## src/rtl/vga_mode_ctrl_pkg.sv

```systemverilog
// vga_mode_ctrl_pkg: register map, bit indices, states and reset defaults for vga_mode_ctrl
package vga_mode_ctrl_pkg;
  localparam logic [3:0] A_CTRL   = 4'd0;
  localparam logic [3:0] A_H0     = 4'd1;
  localparam logic [3:0] A_V0     = 4'd5;
  localparam logic [3:0] A_STATUS = 4'd9;
  localparam logic [3:0] A_LCMP   = 4'd10;
  localparam int B_EN = 0, B_COMMIT = 1, B_HPOL = 2, B_VPOL = 3, B_IRQEN = 4;
  localparam int S_PEND = 0, S_RUN = 1, S_IRQ = 2;
  typedef enum logic [1:0] {DISABLED, HOLD, RUN, PENDING} state_t;
  localparam int H_DEF [4] = '{0, 96, 160, 799};
  localparam int V_DEF [4] = '{0, 2, 45, 524};
endpackage

```

## src/rtl/vga_mode_ctrl_regs.sv

```systemverilog
// vga_mode_regs: shadow timing/control registers and registered read mux
module vga_mode_regs
  import vga_mode_ctrl_pkg::*;
#(
  parameter int CNT_W = 10
) (
  input  logic                  clk,
  input  logic                  reset,
  input  logic                  reg_wr,
  input  logic                  reg_rd,
  input  logic [3:0]            reg_addr,
  input  logic [15:0]           reg_wdata,
  input  logic [2:0]            status,
  output logic                  h_pol,
  output logic                  v_pol,
  output logic                  irq_en,
  output logic [CNT_W-1:0]      line_cmp,
  output logic [3:0][CNT_W-1:0] sh_h,
  output logic [3:0][CNT_W-1:0] sh_v,
  output logic [15:0]           reg_rdata
);
  logic        enable;
  logic [15:0] rd_val;
  logic [3:0]  a_h, a_v;
  assign a_h = reg_addr - A_H0;
  assign a_v = reg_addr - A_V0;
  always_comb begin
    rd_val = '0;
    if (reg_addr == A_CTRL) rd_val = 16'({irq_en, v_pol, h_pol, 1'b0, enable});
    if (a_h < 4'd4) rd_val = 16'(sh_h[a_h[1:0]]);
    if (a_v < 4'd4) rd_val = 16'(sh_v[a_v[1:0]]);
    if (reg_addr == A_STATUS) rd_val = 16'(status);
    if (reg_addr == A_LCMP) rd_val = 16'(line_cmp);
  end
  always_ff @(posedge clk) begin
    if (reset) begin
      enable <= 1'b0;
      h_pol <= 1'b0;
      v_pol <= 1'b0;
      irq_en <= 1'b0;
      line_cmp <= '0;
      reg_rdata <= '0;
      for (int i = 0; i < 4; i++) begin
        sh_h[i] <= CNT_W'(H_DEF[i]);
        sh_v[i] <= CNT_W'(V_DEF[i]);
      end
    end else begin
      if (reg_wr && reg_addr == A_CTRL) begin
        enable <= reg_wdata[B_EN];
        h_pol <= reg_wdata[B_HPOL];
        v_pol <= reg_wdata[B_VPOL];
        irq_en <= reg_wdata[B_IRQEN];
      end
      if (reg_wr && a_h < 4'd4) sh_h[a_h[1:0]] <= reg_wdata[CNT_W-1:0];
      if (reg_wr && a_v < 4'd4) sh_v[a_v[1:0]] <= reg_wdata[CNT_W-1:0];
      if (reg_wr && reg_addr == A_LCMP) line_cmp <= reg_wdata[CNT_W-1:0];
      if (reg_rd) reg_rdata <= rd_val;
    end
  end
endmodule

```

## src/rtl/vga_mode_ctrl.sv

```systemverilog
// vga_mode_ctrl: frame-synchronous timing parameter commit, generator sequencing and line-compare irq
module vga_mode_ctrl
  import vga_mode_ctrl_pkg::*;
#(
  parameter int CNT_W       = 10,
  parameter int HOLD_CYCLES = 4
) (
  input  logic             clk,
  input  logic             reset,
  input  logic             reg_wr,
  input  logic             reg_rd,
  input  logic [3:0]       reg_addr,
  input  logic [15:0]      reg_wdata,
  output logic [15:0]      reg_rdata,
  input  logic [CNT_W-1:0] tg_h_counter,
  input  logic [CNT_W-1:0] tg_v_counter,
  output logic             tg_reset,
  output logic             tg_enabled,
  output logic [CNT_W-1:0] h_sync_start,
  output logic [CNT_W-1:0] h_sync_end,
  output logic [CNT_W-1:0] h_active_start,
  output logic [CNT_W-1:0] h_active_end,
  output logic [CNT_W-1:0] v_sync_start,
  output logic [CNT_W-1:0] v_sync_end,
  output logic [CNT_W-1:0] v_active_start,
  output logic [CNT_W-1:0] v_active_end,
  output logic             h_pol,
  output logic             v_pol,
  output logic             irq
);
  localparam int HW = $clog2(HOLD_CYCLES + 1);
  state_t                  state;
  logic [HW-1:0]           hold_cnt;
  logic [3:0][CNT_W-1:0]   sh_h, sh_v, live_h, live_v;
  logic [CNT_W-1:0]        line_cmp;
  logic                    sh_h_pol, sh_v_pol, irq_en, irq_flag;
  logic                    ctrl_wr, running, fb, lc_hit, irq_clr;
  assign ctrl_wr = reg_wr && reg_addr == A_CTRL;
  assign running = state == RUN || state == PENDING;
  assign fb = tg_h_counter == live_h[3] && tg_v_counter == live_v[3];
  assign lc_hit = running && tg_h_counter == '0 && tg_v_counter == line_cmp;
  assign irq_clr = reg_wr && reg_addr == A_STATUS && reg_wdata[S_IRQ];
  assign {h_sync_start, h_sync_end, h_active_start, h_active_end} = {live_h[0], live_h[1], live_h[2], live_h[3]};
  assign {v_sync_start, v_sync_end, v_active_start, v_active_end} = {live_v[0], live_v[1], live_v[2], live_v[3]};
  assign irq = irq_flag && irq_en;
  vga_mode_regs #(.CNT_W(CNT_W)) u_regs (
    .clk(clk), .reset(reset), .reg_wr(reg_wr), .reg_rd(reg_rd), .reg_addr(reg_addr),
    .reg_wdata(reg_wdata), .status({irq_flag, running, state == PENDING}),
    .h_pol(sh_h_pol), .v_pol(sh_v_pol), .irq_en(irq_en), .line_cmp(line_cmp),
    .sh_h(sh_h), .sh_v(sh_v), .reg_rdata(reg_rdata)
  );
  always_ff @(posedge clk) begin
    if (reset) begin
      state <= DISABLED;
      hold_cnt <= '0;
      tg_reset <= 1'b1;
      tg_enabled <= 1'b0;
      irq_flag <= 1'b0;
      h_pol <= 1'b0;
      v_pol <= 1'b0;
      for (int i = 0; i < 4; i++) begin
        live_h[i] <= CNT_W'(H_DEF[i]);
        live_v[i] <= CNT_W'(V_DEF[i]);
      end
    end else begin
      irq_flag <= lc_hit || (irq_flag && !irq_clr);
      if (ctrl_wr && !reg_wdata[B_EN]) begin
        state <= DISABLED;
        tg_reset <= 1'b1;
        tg_enabled <= 1'b0;
      end else begin
        case (state)
          DISABLED: if (ctrl_wr) begin
            state <= HOLD;
            hold_cnt <= '0;
            live_h <= sh_h;
            live_v <= sh_v;
            h_pol <= reg_wdata[B_HPOL];
            v_pol <= reg_wdata[B_VPOL];
          end
          HOLD: if (hold_cnt == HW'(HOLD_CYCLES - 1)) begin
            state <= RUN;
            tg_reset <= 1'b0;
            tg_enabled <= 1'b1;
          end else hold_cnt <= hold_cnt + 1'b1;
          RUN: if (ctrl_wr && reg_wdata[B_COMMIT]) state <= PENDING;
          PENDING: if (fb) begin
            state <= HOLD;
            hold_cnt <= '0;
            tg_reset <= 1'b1;
            tg_enabled <= 1'b0;
            live_h <= sh_h;
            live_v <= sh_v;
            h_pol <= sh_h_pol;
            v_pol <= sh_v_pol;
          end
          default: state <= DISABLED;
        endcase
      end
    end
  end
endmodule

```

## config.mk

```make
export PLATFORM = sky130hd
export DESIGN_NAME = vga_mode_ctrl
export DESIGN_NICKNAME = d
export VERILOG_FILES = /design/src/rtl/vga_mode_ctrl_pkg.sv /design/src/rtl/vga_mode_ctrl_regs.sv /design/src/rtl/vga_mode_ctrl.sv
export SDC_FILE = /design/constraint.sdc
export NUM_CORES = 1
export LEC_CHECK = 0
export BUFFER_PORTS_ARGS = -buffer_cell sky130_fd_sc_hd__buf_4
export CAP_MARGIN = 20
export CORE_MARGIN = 4
export CORE_UTILIZATION = 53
export CTS_BUF_LIST = sky130_fd_sc_hd__clkbuf_2
export CTS_CLUSTER_DIAMETER = 50
export DETAILED_ROUTE_END_ITERATION = 10
export GPL_TIMING_DRIVEN = 0
export PLACE_DENSITY = 0.78
export SYNTH_ARGS = -nofsm -noshare
export SYNTH_HDL_FRONTEND = slang
export SYNTH_HIERARCHICAL = 1
export SYNTH_SLANG_ARGS = --single-unit
```

## constraint.sdc

```tcl
create_clock -name clk -period 2.3 [get_ports clk]
set_clock_uncertainty 0.2 [all_clocks]
set_input_delay 0.23 -clock clk [delete_from_list [all_inputs] [get_ports clk]]
set_output_delay 0.23 -clock clk [all_outputs]
set_load 0.02 [all_outputs]
```

==> impl_metrics.ini, run 1 <==
[finish]
top_regs = u_regs/sh_h x40, u_regs/sh_v x40
nNetsFinal = 1352
seqCellArea_mm2 = 0.00392
design_area_mm2 = 0.0120
drive_above_1_share_pct = 25.4
syn_to_final_growth_pct = 29.7
fillers = 1304
multiInputGateArea_mm2 = 0.00518

[floorplan]
start_util_pct = 54.8
die_y_um = 140
die_area_mm2 = 0.0196
core_mm2 = 0.0168
rows = 47
boundaryPins = 145
die_w_um = 140

[critical_path]
critPathTopFamily = compound AO/OA/AOI/OAI gates
cp-start-kind = flip-flop
critPathCaptureType = flip-flop
max_stage_delay_ns = 0.47
reg2reg_slack_ns = -0.02
crit_chain = xnor2_1 -> nand4_1 -> buf_4 -> o31a_1 -> buf_6 -> clkbuf_16 -> o31ai_1 -> a21oi_1
worst-path-buf-inv = 3
crit_slowest_cell = dfxtp_2
worstPathRequired_ns = 2.76
critPathMaxFanout = 6
worstSetupPathType = flip-flop to flip-flop
worstPathArrival_ns = 2.78

[grt]
grt_max_degree = 17
grt_use_met3_pct = 8.38
grt_use_met2_pct = 50.4
gr-total-overflow = 0
grt_pass1_vias = 8835
grt_pass1_wl_um = 49700
grt_usage_pct = 32.3
met1_usage_pct = 42.3
antenna_found_initial = 1
busiest_layer = met2

[drt]
drt_pass1_iterations = 8
drt_wl_total_um = 34200
vias = 9624
drt_iter0_markers = 1339
via_per_inst = 6.30
ant_nets = 0
post-route-drc-count = 0
wire_per_inst_um = 22.4

[sta]
whs_ns = 0.154
slew_headroom_pct = 42.2
rsz0062_at_grt = yes
final_max_slew_viol_count = 0
fmax_mhz = 431
period_needed_ns = 2.32
layout_setup_ws_ns = -0.0196
hold_viol_final = 0
fin_crit_sh_pct = 101
tightestPinTransition_ns = 0.867
setup_viol = 2

[placed_design]
post-place-ws_ns = -0.816
globalplace.congestion = 1.03
dp_hpwl_um = 23900
io_buffers = 125
dpl-instance-area_mm2 = 0.0105

[synth]
synth-xor-area-share_pct = 2.85
synth_compound_area_share_pct = 20.2
synth.avg_cell_area_um2 = 8.51
yosysWarnings = 6
yosys.area_share.simple_pct = 19.2
muxShareOfSynthArea_pct = 7.71
synthFlopType = dfxtp_1
ys_types = 55
synth_area_leaders = dfxtp_1 (42%), a21oi_1 (7.7%), nand2_1 (5.7%)
synth_top_family_by_area = compound AO/OA/AOI/OAI gates
synth_edf_count = 0
synth.top_cell.area_share_pct = 42.1
async_flop_share_pct = 0
synth_area_mm2 = 0.00922
synth-seq-cells = 194
synthAdderAreaFrac_pct = 1.76
netlist_instances = 1083
yosys.area.top_type = dfxtp_1
synth_seq_area_share_pct = 42.1

[power_and_ir_drop]
irDropWorstVdd_uv = 333
finalPower_uw = 6960
cellLeakagePower_uw = 0.00421
power.density_mw_per_mm2 = 582

[clocking]
cts.path.max_buffers = 2
numCtsBuffers = 17
numClockSinks = 194
clk_pin_slew_ns = 0.26
insertion_delay_ns = 0.77
cts-root-buf = clkbuf_2
htree_num_levels = 4
cts_tree = done

[status]
status = complete, but fails checks
violations = negative setup slack

[worst_hold_path]
hold_class = input pin to flip-flop

[run]
drv_cap = 0
-- where the power goes --
group          leakage [uW]  internal (uW)  total (uW)  switching [uW]
Combinational       0.00248            607        1580             970
Clock              0.000158            716        1880            1160
Sequential          0.00157           3440        3500            64.0
Total               0.00421           4760        6960            2200
-- final cells by class --
type,instances,share of cell area (%)
Inverter,11,0.345
Multi-Input combinational cell,769,43.3
Buffer,113,5.58
Sequential cell,194,32.8
Tap cell,220,2.30
Clock inverter,13,1.54
Antenna cell,1,0.0209
Clock buffer,18,0.754
Timing Repair Buffer,189,13.4
-- synth_stat cells (2+ instances only) --
master,number
a211o_1,5
a211oi_1,4
a21o_1,2
a21oi_1,142
a22o_1,2
a311oi_1,2
a31oi_1,7
and2_1,3
and3_1,2
and3b_1,2
buf_1,10
buf_2,24
buf_4,7
buf_6,5
clkbuf_1,68
dfxtp_1,194
ha_1,13
inv_1,11
mux2i_1,26
mux4_2,20
nand2_1,139
nand2b_1,3
nand3_1,10
nand3b_1,14
nand4_1,71
nor2_1,59
nor2b_1,31
nor3_1,13
nor4_1,3
o211ai_1,2
o21a_1,4
o21ai_0,67
o221ai_1,2
o22ai_1,2
o31ai_1,65
xnor2_1,30
-- per-stage QoR --
step / utilization (%) / setup TNS [ns] / instances
2_1_floorplan: - / 0 / 1088
3_3_place_gp: 62.2 / -59.69 / 1433
3_5_place_dp: 62.2 / -63.60 / 1433
4_1_cts: 67.3 / 0 / 1514
5_1_grt: 71.1 / -3.29 / 1528
6_report: 71.1 / -0.0243 / 1528
-- tightest hold or removal path, cell delays in order --
cell	delay (ns)
buf_4	0.13
or3_4	0.15
a31oi_4	0.14
nor2b_1	0.19
a211oi_1	0.10
o22ai_1	0.13
-- logic make-up after synthesis --
logic type | Yosys count
muxes | 46
DFF | 194
buffers and inverters | 125
xor gates and xnor gates | 30
AOI/OAI and AO/OA | 315
and+or+nand+nor | 359
adders and majority gates | 13
other | 1
-- per-layer routing --
layer,vias to the layer above,share of wire [%]
met5,-,0
met1,4566,39
met2,605,46
met3,121,9.9
met4,0,4.6
li1,4332,-
-- path summary, 6_finish.rpt --
check | startpoint | endpoint | depth (start not counted)
worst max-delay path | v_active_end[6] | v_sync_start[0] | 8
worst min-delay path | reg_addr[1] | u_regs/reg_rdata[0] | 6
worst max register to register | v_active_end[6] | v_sync_start[0] | 8
worst min register to register | v_sync_end[4] | v_sync_end[4] | 2
-- cell usage in the layout (no fill, tap or decap), types with 4 or more instances in the layout --
master         netlist  layout
dlygate4sd3_1        0      47
dfxtp_4              0       6
clkbuf_4             0       5
o31ai_2              0      36
nor2_1              59      56
clkbuf_1            68      49
xnor2_1             30      25
nand4_1             71      71
mux2i_1             26      26
nand3_1             10      10
dfxtp_2              0       7
a31oi_1              7       7
nor3_1              13      13
a21oi_1            142     141
mux4_2              20      20
a211o_1              5       5
nor2_2               1       4
buf_6                5      11
xnor2_2              0       4
dfxtp_1            194     181
buf_4                7     150
clkbuf_2             0      31
nand3b_1            14      14
nand2_1            139     139
o31ai_4              0       9
a211oi_1             4       4
buf_12               0       4
ha_1                13      12
o21ai_0             67      65
buf_2               24      13
inv_1               11      11
buf_1               10       5
conb_1               1       6
nor2b_1             31      31
bufinv_16            0       4
o31ai_1             65      20
-- timing repair --
| action | in CTS | in global routing |
|---|---|---|
| buffers inserted | 6 | 7 |
| hold endpoints to repair | 115 | 5 |
| pin swaps | 5 | 16 |
| cloned | 1 | 3 |
| resized for setup | 35 | 148 |
| hold buffers | 44 | 4 |
| endpoints found under the setup margin | 84 | 100 |
Note: power is estimated with default switching activity, not from simulation.
==> run 2, diff against run 1 <==
CORE_ASPECT_RATIO = 1.25   (was not set)
CORE_UTILIZATION = 33   (was 53)
PLACE_DENSITY = not set   (was 0.78)
clock period = 2.18 ns   (was 2.3 ns; I/O delays follow)
==> run 2 against run 1 <==
The run still ends with negative setup slack left. Largest power group unchanged. Utilization down 25 points. Critical path depth is 2 higher. Clock-buffer cell count up 1. Global-route usage fell by 9.2 points. Highest routed layer unchanged.
==> impl_metrics.ini, run 2 (same netlist as run 1, synthesis figures left out) <==
[critical_path]
cp-start-kind = input pin
worstPathRequired_ns = 2.73
worstSetupPathType = input pin to flip-flop
crit_slowest_cell = dlygate4sd3_1
critPathMaxFanout = 8
critPathCaptureType = flip-flop
max_stage_delay_ns = 0.68
worstPathArrival_ns = 2.79
crit_chain = buf_4 -> dlygate4sd3_1 -> nor3b_2 -> nand3_1 -> a21o_1 -> buf_6 -> nor3_4 -> buf_12 -> buf_8 -> mux2i_1

[finish]
top_regs = u_regs/sh_h x40, u_regs/sh_v x40
syn_to_final_growth_pct = 36.4
postLayoutCoreUtil_pct = 45.6
drive_above_1_share_pct = 29.3
mostFrequentLayoutCells = dfxtp_1 (175), buf_4 (170), a21oi_1 (139), nand2_1 (139), nand4_1 (71)
fin_cells = 1685
nNetsFinal = 1378
final_common_cell = dfxtp_1

[clocking]
cts-root-buf = clkbuf_2
numClockSinks = 194
cts.path.max_buffers = 2
numCtsBuffers = 17
insertion_delay_ns = 0.84
htree_num_levels = 4
cts_tree = done
clk_pin_slew_ns = 0.31

[grt]
grt_usage_pct = 23.1
gr-total-overflow = 0
antenna_found_initial = 1
grt_max_degree = 18
grt_pass1_vias = 8938
grt_pass1_wl_um = 54100

[status]
violations = negative setup slack
status = complete, but fails checks

[floorplan]
core_mm2 = 0.0276
die_w_um = 158
die_area_mm2 = 0.0307
boundaryPins = 145
die_y_um = 195
rows = 68
start_util_pct = 33.4

[drt]
drt_pass1_iterations = 6
via_per_inst = 5.70
ant_nets = 0
drt_iter0_markers = 1021
vias = 9609
wire_per_inst_um = 22.4
post-route-drc-count = 0
drt_wl_total_um = 37700

[sta]
fin_crit_sh_pct = 103
layout_setup_ws_ns = -0.0577
fmax_mhz = 447
hold_viol_final = 0
final_max_slew_viol_count = 0
finalSetupTns_ns = -1.22
tightestPinTransition_ns = 0.907
period_needed_ns = 2.24
slew_headroom_pct = 39.6
rsz0062_at_grt = yes
setup_viol = 49

[placed_design]
placed_cells = 1563
dp_hpwl_um = 26600
io_buffers = 125
globalplace.congestion = 0.944
post-place-ws_ns = -0.606

[worst_hold_path]
hold_class = input pin to flip-flop

[power_and_ir_drop]
irDropWorstVdd_uv = 282
power.density_mw_per_mm2 = 589
cellLeakagePower_uw = 0.00444

[run]
drv_cap = 0
-- run 2: cell types whose count changed in the layout (fill, tap and decap cells not counted), moves of 5 or more --
| cell | before | now |
|---|---|---|
| buf_2 | 13 | 8 |
| buf_4 | 150 | 170 |
| dfxtp_1 | 181 | 175 |
| buf_6 | 11 | 20 |
| o31ai_1 | 20 | 11 |
| o31ai_2 | 36 | 44 |
-- run 2: worst max-delay path: cells and delay by family --
kind	cells	cell delay (ns)
AND/OR/NAND/NOR	3	0.85
multiplexers	1	0.19
AO/OA/AOI/OAI	1	0.27
buffers and inverters	5	1.24
-- run 2: area by class of cell --
class,instances,area (um^2)
repair buffers,217,1890
well taps,350,438
clock inverters,13,149
multi-input cells,769,5300
fillers,2679,15000
plain buffers,111,738
inverters,11,41.3
diodes,1,2.50
flip-flops and latches,194,3930
clock buffers,19,95.1
-- run 2: power by group --
group / internal [uW] / switching (uW) / total [uW]
Sequential: 3630 / 67.2 / 3690
Clock: 559 / 1340 / 1900
Combinational: 735 / 1080 / 1820
-- run 2: final timing paths --
kind / start / to / slack [ns] / depth (start not counted)
setup / recovery: reg_addr[1] / h_active_end[9] / -0.06 / 10
hold / removal: tg_h_counter[4] / irq_flag / 0.06 / 5
setup reg to reg: v_active_end[6] / h_sync_end[0] / -0.05 / 8
hold reg to reg: v_active_start[1] / v_active_start[1] / 0.28 / 2
-- run 2: what timing repair did --
item	in CTS	in global routing
gates resized for setup	94	125
pin swaps	15	19
hold endpoints to repair	139	0
setup buffers	24	16
setup endpoints to repair	85	97
hold buffers	47	0
gates cloned	2	6
-- run 2: per-layer routing --
layer	part of all wire [%]	vias to the layer above	track usage, %
met1	40	4603	29.8
met5	0	-	0
met4	5.0	0	9.72
met3	8.4	98	4.19
met2	47	546	37.7
li1	-	4362	-
-- run 2: metrics by stage --
step,area (um^2),total power (uW),hold WS [ns]
floorplan,9280,4630,0.210
global placement,10700,5080,0.255
detailed placement,10700,5100,0.261
CTS,11800,7190,0.00550
global route,12600,7690,0.0372
finish,12600,7410,0.0563
